===== config.mk =====
export PLATFORM = sky130hd
export DESIGN_NAME = pipe_stage_skid
export DESIGN_NICKNAME = d
export VERILOG_FILES = /design/src/rtl/pipe_pkg.sv /design/src/rtl/pipe_stage_skid.sv
export SDC_FILE = /design/constraint.sdc
export NUM_CORES = 1
export LEC_CHECK = 0
export BUFFER_PORTS_ARGS = -buffer_cell sky130_fd_sc_hd__buf_2
export CAP_MARGIN = 20
export CORE_MARGIN = 5
export CORE_UTILIZATION = 51
export CTS_BUF_LIST = sky130_fd_sc_hd__clkbuf_4
export CTS_CLUSTER_SIZE = 30
export DETAILED_ROUTE_END_ITERATION = 8
export PLACE_DENSITY = 0.86
export SETUP_SLACK_MARGIN = 0.1
export SYNTH_ARGS = -nofsm -noshare
export SYNTH_HDL_FRONTEND = slang
export SYNTH_SLANG_ARGS = --single-unit

===== constraint.sdc =====
create_clock -name clk -period 4.6 [get_ports clk]
set_input_delay 0.46 -clock clk [delete_from_list [all_inputs] [get_ports clk]]
set_output_delay 0.46 -clock clk [all_outputs]
set_load 0.01 [all_outputs]

===== src/rtl/pipe_pkg.sv =====
// Shared definitions for the IF/DEC pipeline stage: bubble encoding, stage
// occupancy states and the default-width instruction payload.
package pipe_pkg;

   localparam int INSTR_W_DEF = 32;
   localparam int PC_W_DEF    = 32;

   // MIPS sll $0,$0,0 -- the canonical NOP used as the bubble instruction.
   localparam logic [INSTR_W_DEF-1:0] NOP_INSTR_DEF = 32'h0000_0000;

   typedef enum logic [1:0] {
      EMPTY = 2'd0,
      ONE   = 2'd1,
      FULL  = 2'd2
   } stage_state_t;

   typedef struct packed {
      logic [INSTR_W_DEF-1:0] instr;
      logic [PC_W_DEF-1:0]    pcplus4;
   } ifdec_payload_t;

endpackage


===== src/rtl/pipe_stage_skid.sv =====
// IF/DEC pipeline register with valid/ready handshake and a one-entry skid slot,
// so decode backpressure never reaches fetch through combinational logic.
module pipe_stage_skid
   import pipe_pkg::*;
#(
   parameter int                 INSTR_W   = 32,
   parameter int                 PC_W      = 32,
   parameter logic [INSTR_W-1:0] NOP_INSTR = INSTR_W'(NOP_INSTR_DEF),
   parameter int                 CNT_W     = 16
) (
   input  logic               clk,
   input  logic               reset,
   input  logic               flush,
   input  logic               in_valid,
   output logic               in_ready,
   input  logic [INSTR_W-1:0] in_instr,
   input  logic [PC_W-1:0]    in_pcplus4,
   output logic               out_valid,
   input  logic               out_ready,
   output logic [INSTR_W-1:0] out_instr,
   output logic [PC_W-1:0]    out_pcplus4,
   output logic [CNT_W-1:0]   stall_cnt
);

   typedef struct packed {
      logic [INSTR_W-1:0] instr;
      logic [PC_W-1:0]    pcplus4;
   } payload_t;

   localparam logic [CNT_W-1:0] CNT_MAX = '1;

   stage_state_t     state, state_nxt;
   payload_t         main_q, main_nxt;
   payload_t         skid_q, skid_nxt;
   payload_t         in_payload;
   logic [CNT_W-1:0] cnt_q, cnt_nxt;
   logic             accept, retire;

   assign in_payload = payload_t'{instr: in_instr, pcplus4: in_pcplus4};
   assign stall_cnt  = cnt_q;

   always_comb begin
      // NOTE: every signal written here gets a default first, so no path can infer a latch.
      state_nxt   = state;
      main_nxt    = main_q;
      skid_nxt    = skid_q;
      cnt_nxt     = cnt_q;

      // Both handshake outputs depend on the state register alone, never on out_ready.
      out_valid   = (state != EMPTY);
      in_ready    = (state != FULL);
      accept      = in_valid & in_ready;
      retire      = out_valid & out_ready;

      if (out_valid && !out_ready && (cnt_q != CNT_MAX)) begin
         cnt_nxt = cnt_q + CNT_W'(1);
      end

      unique case (state)
         EMPTY: begin
            if (accept) begin
               state_nxt = ONE;
               main_nxt  = in_payload;
            end
         end
         ONE: begin
            if (accept && retire) begin
               main_nxt  = in_payload;
            end else if (accept) begin
               state_nxt = FULL;
               skid_nxt  = in_payload;
            end else if (retire) begin
               state_nxt = EMPTY;
            end
         end
         FULL: begin
            if (retire) begin
               state_nxt = ONE;
               main_nxt  = skid_q;
            end
         end
         default: state_nxt = EMPTY;
      endcase

      // A redirect discards everything held, including a same-cycle accept.
      if (flush) begin
         state_nxt = EMPTY;
      end

      out_instr   = out_valid ? main_q.instr   : NOP_INSTR;
      out_pcplus4 = out_valid ? main_q.pcplus4 : '0;
   end

   // NOTE: sequential state is updated with non-blocking assignments only, so every reader sees pre-edge values.
   always_ff @(posedge clk or posedge reset) begin
      if (reset) begin
         state  <= EMPTY;
         // NOTE: the payload slots are reset with the rest because they share this block; outputs are gated anyway.
         main_q <= '0;
         skid_q <= '0;
         cnt_q  <= '0;
      end else begin
         state  <= state_nxt;
         main_q <= main_nxt;
         skid_q <= skid_nxt;
         cnt_q  <= cnt_nxt;
      end
   end

endmodule


### Yosys cells after proc, flatten, opt, wreduce, memory -nomap -nowiden

Cells that the tools add are included.

* bits in registers: 146
* bits of input ports: 69
* output and inout bits: 82
* logic and storage cells: 44

* add/sub/neg operators: 1
* equal/unequal tests: 11
* multiplexer cells: 13
* bitwise operators: 3
* reduce and logical (&&, ||, !) cells: 10

Operators by type and width (count)
* $mux 64: 3
* $pmux 64 s3: 1
* $mux 32: 2
* $add 16x1->16 const B: 1
* $ne 16x16->1 const B: 1
* $mux 2: 6
* $ne 3x3->1 const B: 3
* $ne 2x2->1 const B: 4
* $reduce_and 4->1: 2
* $pmux 2 s3: 1
* $ne 4x4->1 const B: 1
* $logic_and 1x1->1: 3
* $reduce_and 3->1: 1
* $reduce_bool 3->1: 1
* $and 1x1->1: 2
* $eq 2x1->1 const B: 1
* $eq 2x2->1 const B: 1
* $logic_not 2->1: 1
* $reduce_bool 2->1: 1
* $logic_not 1->1: 1
* $not 1->1: 1

### Longest topological paths before layout

Gate-level depths: netlist of run 1.

* depth in word-level cells: 7
* mapped depth: 7
* depth with buffers taken out: 5

### Worst setup path after synthesis of run 1

No wires, ideal clock.

* kind: flip-flop to flip-flop
* from: reg cnt_q[0], in the netlist stall_cnt[0]
* to: reg cnt_q[1], in the netlist stall_cnt[1]
* library setup time: 0.125 ns
* arrival: 1.621 ns
* data required time: 4.475 ns
* path slack: 2.854 ns
* stages on the path, launching flop included: 6
* buffers on the path: 0
* clock period less this slack: 1.746 ns
* cells stage by stage: dfrtp_1 > ha_1 > nand4_2 > nor4_4 > nor2_2 > mux2_4

* word-level cells in the longest chain between the ends: 2
* elaborated cells on any way between the ends: 3
* those cells by class: add/sub: 1; eq/ne: 1; reduce/logical: 1

RTL lines
* from (decl): RTL line pipe_stage_skid.sv:36 `logic [CNT_W-1:0] cnt_q, cnt_nxt;`
* from (signal assigned): RTL line pipe_stage_skid.sv:106 `cnt_q <= cnt_nxt;`
* parallel branches: the longest is 2 deep, another holds $add 16x1->16

Several ways; the timed one is not identified.
A chain may end at the register's enable or synchronous reset.

### Final worst setup path of run 1

* from: reg state[1]
* to: out out_instr[27]

* word-level cells in the longest chain between the ends: 2

RTL lines
* from (decl): RTL line pipe_stage_skid.sv:32 `stage_state_t state, state_nxt;`
* from (signal assigned): RTL line pipe_stage_skid.sv:103 `state <= state_nxt;`
* $reduce_bool 2->1: RTL line pipe_stage_skid.sv:50 `out_valid = (state != EMPTY);`
* $mux 32: RTL line pipe_stage_skid.sv:90 `out_instr = out_valid ? main_q.instr : NOP_INSTR;`
* to (decl): RTL line pipe_stage_skid.sv:20 `output logic [INSTR_W-1:0] out_instr,`

No other way between the ends.

==> flow_metrics.py, run 1 <==
metrics = {
    "synth": {
        "synthFlopType": "dfrtp_1",
        "ys_seq_area_frac": 0.5466,
        "yosys_warnings": 0,
        "yosysUniqueCellTypes": 39,
        "synth_edf_count": 0,
        "async_reset_ff_frac": 1.000,
        "synth-seq-cells": 146,
        "synth_area_mm2": 0.006684,
        "postSynthAreaPerCell_um2": 11.69,
        "synth_nets": 642,
        "syn_inst": 572,
    },
    "power_and_ir_drop": {
        "p_int_mw": 2.416,
        "max-vdd-ir-drop_uv": 283.3,
        "leakagePower_nw": 4.118,
        "p_comb_frac": 0.193,
        "switching_share": 0.2721,
        "p_sw_mw": 0.9032,
        "seq_power_share": 0.515,
        "p_clk_frac": 0.292,
        "total_power_mw": 3.319,
        "p_per_area_mw_per_mm2": 419.6,
    },
    "global_routing": {
        "grt_overflow_total": 0,
        "top_usage_layer": "met2",
        "grt_util_met3": 0.05360,
        "grt_pass1_vias": 4917,
        "grt_use_met1": 0.2501,
        "grt_use_met2": 0.3082,
        "grt_max_degree": 114,
        "grt_pass1_wl_mm": 24.33,
        "track_usage": 0.1913,
        "antenna_found_initial": 0,
    },
    "setup_path": {
        "end_kind": "output port",
        "reg2reg_to": "skid_q[26]",
        "crit_path_top_delay_cell": "or2_2",
        "cpPeakStageDelay_ns": 0.85,
        "crit_family": "simple AND/OR/NAND/NOR gates",
        "path_cells": "or2_2 -> and2_1 -> buf_2",
        "r2r_slack_ns": 1.89,
        "ff2ff_path_depth": 4,
        "start_kind": "register",
        "cp.arrival_ns": 2.34,
        "worstPathRequired_ns": 4.14,
        "crit_type": "register to output port",
        "cp_max_fo": 65,
        "r2r_start": "state[0]",
        "critPathBufInv": 1,
    },
    "floorplan": {
        "rows": 41,
        "die-height_um": 124.5,
        "ios": 151,
        "die_width_um": 124.5,
        "coreArea_mm2": 0.01272,
        "die_area_mm2": 0.01550,
        "initial_core_util": 0.5254,
    },
    "final_layout": {
        "multiInputGateArea_mm2": 0.002853,
        "final_nets": 781,
        "final_cell_mix": "buf_2, dfrtp_1, nor2_1, mux2_2",
        "syn_to_final_growth_pct": 18.35,
        "layout.cells.non_filler": 897,
        "drive_gt1_frac": 0.3646,
        "regArea_mm2": 0.003654,
        "fill_cells": 1048,
        "layout_commonest_cell": "buf_2",
    },
    "placed_design": {
        "gp_congestion": 0.7992,
        "io_buffers": 150,
        "preCtsSetupSlack_ns": 1.769,
        "placed_cells": 862,
        "hpwlAfterDp_mm": 9.997,
    },
    "clock_network": {
        "cts_buffer_depth": 2,
        "worstSkewPairLatency_ns": 0.53,
        "cts-resized-gates": 0,
        "cts_max_level": 4,
        "hold_buffers": 0,
        "post_cts_buffers": 0,
        "root_buffer": "clkbuf_4",
        "cts_tree": "built",
        "clk_transition_reported_paths_ns": 0.12,
        "cts_buffers": 17,
        "clock-sinks": 146,
    },
    "detailed_routing": {
        "wire_per_inst_um": 16.26,
        "vias": 4798,
        "drtPass1Iterations": 4,
        "routed_wl_mm": 14.58,
        "drt_iter0_drc": 254,
        "via_per_inst": 5.349,
        "drc": 0,
        "drtAntennaViolNets": 0,
    },
    "flow_run": {
        "maxCapViolCount": 0,
    },
    "timing": {
        "finalMaxSlewViolations": 0,
        "fin_skew_ns": 0.01380,
        "clock.fmax_ghz": 0.3572,
        "fin_tns_setup_ns": 0,
        "max_slew_margin": 0.3024,
        "tightest_slew_ns": 1.046,
        "post-route-period-util": 0.6085,
        "fin_ws_ns": 1.801,
        "rsz0062_at_grt": "no",
        "setup_viol": 0,
        "hold_violations": 0,
        "period_needed_ns": 2.799,
    },
    "worst_hold_path": {
        "hold_start": "flush",
        "worstHoldPathType": "input port to register",
        "min_path_cells": 2,
        "min_to": "state[0]",
    },
    "status": {
        "status": "finished, final reports clean",
    },
}
-- how the worst max path moves through the flow --
stage              start            end  slack (ns)  depth (start not counted)
2_1_floorplan      reset      main_q[0]        0.22                          1
4_1_cts         state[1]  out_instr[27]        1.75                          3
3_3_place_gp   out_ready     skid_q[27]        1.90                          5
3_5_place_dp   out_ready      skid_q[7]        1.77                          5
5_1_grt         state[1]  out_instr[27]        1.62                          3
6_report        state[1]  out_instr[27]        1.80                          3
-- sequential cells by signal, indices dropped and copies added (netlist names) --
signal / flops
stall_cnt: 16
state: 2
main_q: 64
skid_q: 64
-- logic make-up after synthesis --
logic type | Yosys count | synth area share
AO/OA/AOI/OAI | 70 | 0.05429
XOR/XNOR | 13 | 0.01703
adder cells (fa/ha/maj) | 1 | 0.001872
buffers and inverters | 38 | 0.02958
flip-flops | 146 | 0.5466
multiplexers | 132 | 0.2108
AND/OR/NAND/NOR | 172 | 0.1398
-- metrics by stage --
stage / hold slack [ns] / utilization / area, um2
2_1_floorplan: 0.4799 / - / 6684
3_3_place_gp: 0.4886 / 0.5910 / 7518
3_5_place_dp: 0.4944 / 0.5910 / 7518
4_1_cts: 0.04165 / 0.6186 / 7870
5_1_grt: 0.04761 / 0.6216 / 7908
6_report: 0.09958 / 0.6218 / 7910
-- power groups by stage --
stage / clock [mW] / combinational, mW / sequential [mW]
floorplan: 0 / 0.441 / 1.70
global placement: 0 / 0.609 / 1.71
detailed placement: 0 / 0.645 / 1.73
CTS: 0.994 / 0.647 / 1.71
global route: 1.05 / 0.712 / 1.75
finish: 0.969 / 0.640 / 1.71
-- layer usage --
metal | share of wire | vias up
met4 | 0.014 | 0
met5 | 0 | -
met2 | 0.48 | 149
met1 | 0.45 | 2382
li1 | - | 2247
met3 | 0.061 | 20
-- synthesized netlist by cell type (2+ instances only) --
cell type,n,share of area
nand4_1,2,0.0019
nor4b_1,2,0.0026
nand2_1,5,0.0028
xor2_1,10,0.013
nand2b_1,2,0.0019
nor4_1,2,0.0019
xnor2_1,3,0.0039
buf_4,10,0.011
mux2_2,66,0.11
clkbuf_1,18,0.010
nor3_1,4,0.0030
dfrtp_1,146,0.55
a21oi_1,65,0.049
and2_1,65,0.061
or2_2,3,0.0028
mux2i_1,65,0.097
buf_2,8,0.0060
nand3_1,7,0.0052
nor2_1,68,0.038
nor2b_1,2,0.0019
-- cell type report --
class,count,share of cell area
clock buffers,18,0.01708
well taps,172,0.02721
multi-input cells,388,0.3606
repair buffers,157,0.1044
diodes,1,0.0003164
clock inverters,14,0.02736
flip-flops and latches,146,0.4619
inverters,1,0.001107
(Power assumes the default switching activity.)
==> run 2, diff against run 1 <==
- ABC_AREA: not set -> 1
- CORE_UTILIZATION: 51 -> 57
- PLACE_DENSITY: 0.86 -> 0.9
- clock period: 4.6 -> 2.9 ns (I/O delays scaled with it)
==> run 2 against run 1 <==
Net effect: design area rose by 13%; routed wire length rose by 18%; critical path depth is 1 higher; clock skew increased by 0.0011 ns; sequential cell count unchanged; cell count up 38%; clock-buffer cell count is 3 higher; global-route usage grew 4.2 points; first-iteration DRC count rose by 26%; synthesized area up 8.3%; clock power rose by 23%.
==> flow_metrics.py, run 2 <==
metrics = {
    "synth": {
        "synth_area_leader_cell": "dfrtp_1",
        "syn_inst": 865,
        "yosys-top-cells-count": "nand2_1, dfrtp_1, inv_1, nor2_1, o21ai_1",
        "synth_area_mm2": 0.007237,
        "synth-xor-area-share": 0.008472,
        "synthFlopType": "dfrtp_1",
        "ys_seq_area_frac": 0.5048,
        "yosys-top-cells-area": "dfrtp_1, o211ai_2, nand2_1",
        "yosysUniqueCellTypes": 25,
        "synth_top_family_by_area": "compound AO/OA/AOI/OAI gates",
        "async_reset_ff_frac": 1.000,
        "synth_nets": 935,
        "synthMuxAreaShare": 0,
        "synth_compound_area_frac": 0.1983,
        "netlist.area_leader.share": 0.5048,
        "synth-seq-cells": 146,
        "synthAdderAreaFrac": 0.001729,
        "synthSimpleGateAreaFrac": 0.1691,
        "yosys_warnings": 0,
        "synth.most_common_cell": "nand2_1",
        "synth_edf_count": 0,
        "postSynthAreaPerCell_um2": 8.366,
    },
    "clock_network": {
        "cts_buffer_depth": 2,
        "cts_max_level": 4,
        "post_cts_buffers": 0,
        "worstSkewPairLatency_ns": 0.54,
        "cts-resized-gates": 0,
        "cts_buffers": 17,
        "root_buffer": "clkbuf_4",
        "cts_tree": "built",
        "clock-sinks": 146,
        "clk_transition_reported_paths_ns": 0.10,
    },
    "timing": {
        "fin_hold_ws_ns": 0.04202,
        "setup_viol": 0,
        "clock.fmax_ghz": 0.4147,
        "fin_skew_ns": 0.01486,
        "fin_ws_ns": 0.4887,
        "max_slew_margin": 0.4912,
        "tightest_slew_ns": 0.7632,
        "post-route-period-util": 0.8315,
        "finalMaxSlewViolations": 0,
        "rsz0062_at_grt": "no",
        "fin_tns_setup_ns": 0,
        "hold_violations": 0,
        "period_needed_ns": 2.411,
    },
    "floorplan": {
        "die_width_um": 122.7,
        "ios": 151,
        "coreArea_mm2": 0.01252,
        "die-height_um": 122.7,
        "die_area_mm2": 0.01505,
        "rows": 41,
        "initial_core_util": 0.5782,
    },
    "final_layout": {
        "diodes": 0,
        "layout.cells.non_filler": 1235,
        "layout_commonest_cell": "nand2_1",
        "fill_cells": 916,
        "drive_gt1_frac": 0.2389,
        "final_util": 0.7132,
        "fin_area_mm2": 0.008927,
        "final_cell_mix": "nand2_1, buf_2, dfrtp_1, inv_1, nor2_1",
        "syn_to_final_growth_pct": 23.36,
        "final_nets": 1123,
    },
    "worst_hold_path": {
        "min_to": "skid_q[45]",
        "worstHoldPathType": "input port to register",
        "hold_start": "in_instr[13]",
        "min_path_cells": 3,
    },
    "power_and_ir_drop": {
        "p_per_area_mw_per_mm2": 679.4,
        "total_power_mw": 6.065,
        "max-vdd-ir-drop_uv": 564.4,
        "leakagePower_nw": 4.620,
    },
    "setup_path": {
        "path_cells": "nor2_4 -> buf_4 -> nor2_1 -> buf_2",
        "critPathBufInv": 2,
        "r2r_slack_ns": 0.95,
        "worstPathRequired_ns": 2.61,
        "end_kind": "output port",
        "reg2reg_to": "stall_cnt[5]",
        "r2r_start": "stall_cnt[0]",
        "crit_type": "register to output port",
        "ff2ff_path_depth": 7,
        "crit_family": "buffers and inverters",
        "cpPeakStageDelay_ns": 0.59,
        "cp.arrival_ns": 2.12,
        "start_kind": "register",
        "cp_max_fo": 65,
        "crit_path_top_delay_cell": "buf_4",
    },
    "global_routing": {
        "grt_pass1_wl_mm": 27.79,
        "track_usage": 0.2328,
        "grt_pass1_vias": 5848,
        "grt_max_degree": 147,
        "grt_overflow_total": 0,
        "antenna_found_initial": 0,
    },
    "placed_design": {
        "hpwlAfterDp_mm": 10.69,
        "placed_cells": 1148,
        "gp_congestion": 0.8283,
        "preCtsSetupSlack_ns": 1.037,
        "dpl-instance-area_mm2": 0.008099,
        "io_buffers": 150,
    },
    "flow_run": {
        "maxCapViolCount": 0,
    },
    "status": {
        "status": "finished, final reports clean",
    },
    "detailed_routing": {
        "drc": 0,
        "drtPass1Iterations": 5,
        "vias": 6255,
        "wire_per_inst_um": 13.98,
        "drtAntennaViolNets": 0,
        "drt_iter0_drc": 320,
        "routed_wl_mm": 17.27,
        "via_per_inst": 5.065,
    },
}
[run 2: changes by cell type in the layout (fill, tap and decap cells not counted), moves of 57 or more]
cell / previous run / this run
nand2_1: 5 / 157
inv_1: 0 / 145
mux2_2: 66 / 0
mux2i_1: 65 / 0
o21ai_1: 0 / 65
and2_1: 64 / 0
nor2_1: 68 / 132
dlygate4sd3_1: 1 / 58
[run 2: report_power, final]
group          total [mW]  switching, mW  leakage, nW  internal (mW)
clock                1.19          0.668        0.140          0.526
combinational        1.93           1.21         2.74          0.725
sequential           2.94          0.260         1.74           2.68
total                6.06           2.14         4.62           3.93
[run 2: final cells by class]
class                      count  area, um2  area share
clock inverter                 8      90.09     0.01009
sequential                   146       3654      0.4092
tap                          172      215.2     0.02411
timing repair buffer         219       1501      0.1682
inverter                     150      571.8     0.06405
clock buffer                  21      157.7     0.01766
multi-input combinational    519       2738      0.3067
[run 2: logic make-up (layout without fill, tap and decap cells)]
kind of cell	after synthesis	after routing
AO/OA/AOI/OAI	198	198
XOR/XNOR	7	7
adder cells (fa/ha/maj)	1	1
buffers and inverters	200	398
flip-flops	146	146
AND/OR/NAND/NOR	313	313
[run 2: metal layers]
layer | routed length [um] | vias to the layer above | track usage
met5 | 0 | - | 0
met4 | 286 | 0 | 0.06928
met3 | 975 | 28 | 0.05438
met2 | 8646 | 209 | 0.3926
met1 | 7355 | 2914 | 0.2997
li1 | - | 3104 | -
[run 2: tightest hold or removal path: stages]
cell     delay, ns
buf_2         0.10
nor2_1        0.05
a21oi_1       0.10
[run 2: what timing repair did]
| item | 4_1_cts | 5_1_grt |
|---|---|---|
| hold buffers | 58 | 0 |
| endpoints found under the setup margin | 0 | 0 |
| endpoints found under the hold margin | 168 | 0 |
[run 2: worst max path at each step]
stage	from	to	slack, ns	cells past startpoint
after floorplan	reset	main_q[0]	0.78	1
after CTS	state[0]	out_pcplus4[7]	0.53	4
after global placement	state[0]	main_q[10]	1.11	8
after global routing	state[0]	out_pcplus4[7]	0.38	4
final	state[0]	out_pcplus4[7]	0.49	4
after detailed placement	state[0]	main_q[26]	1.04	8
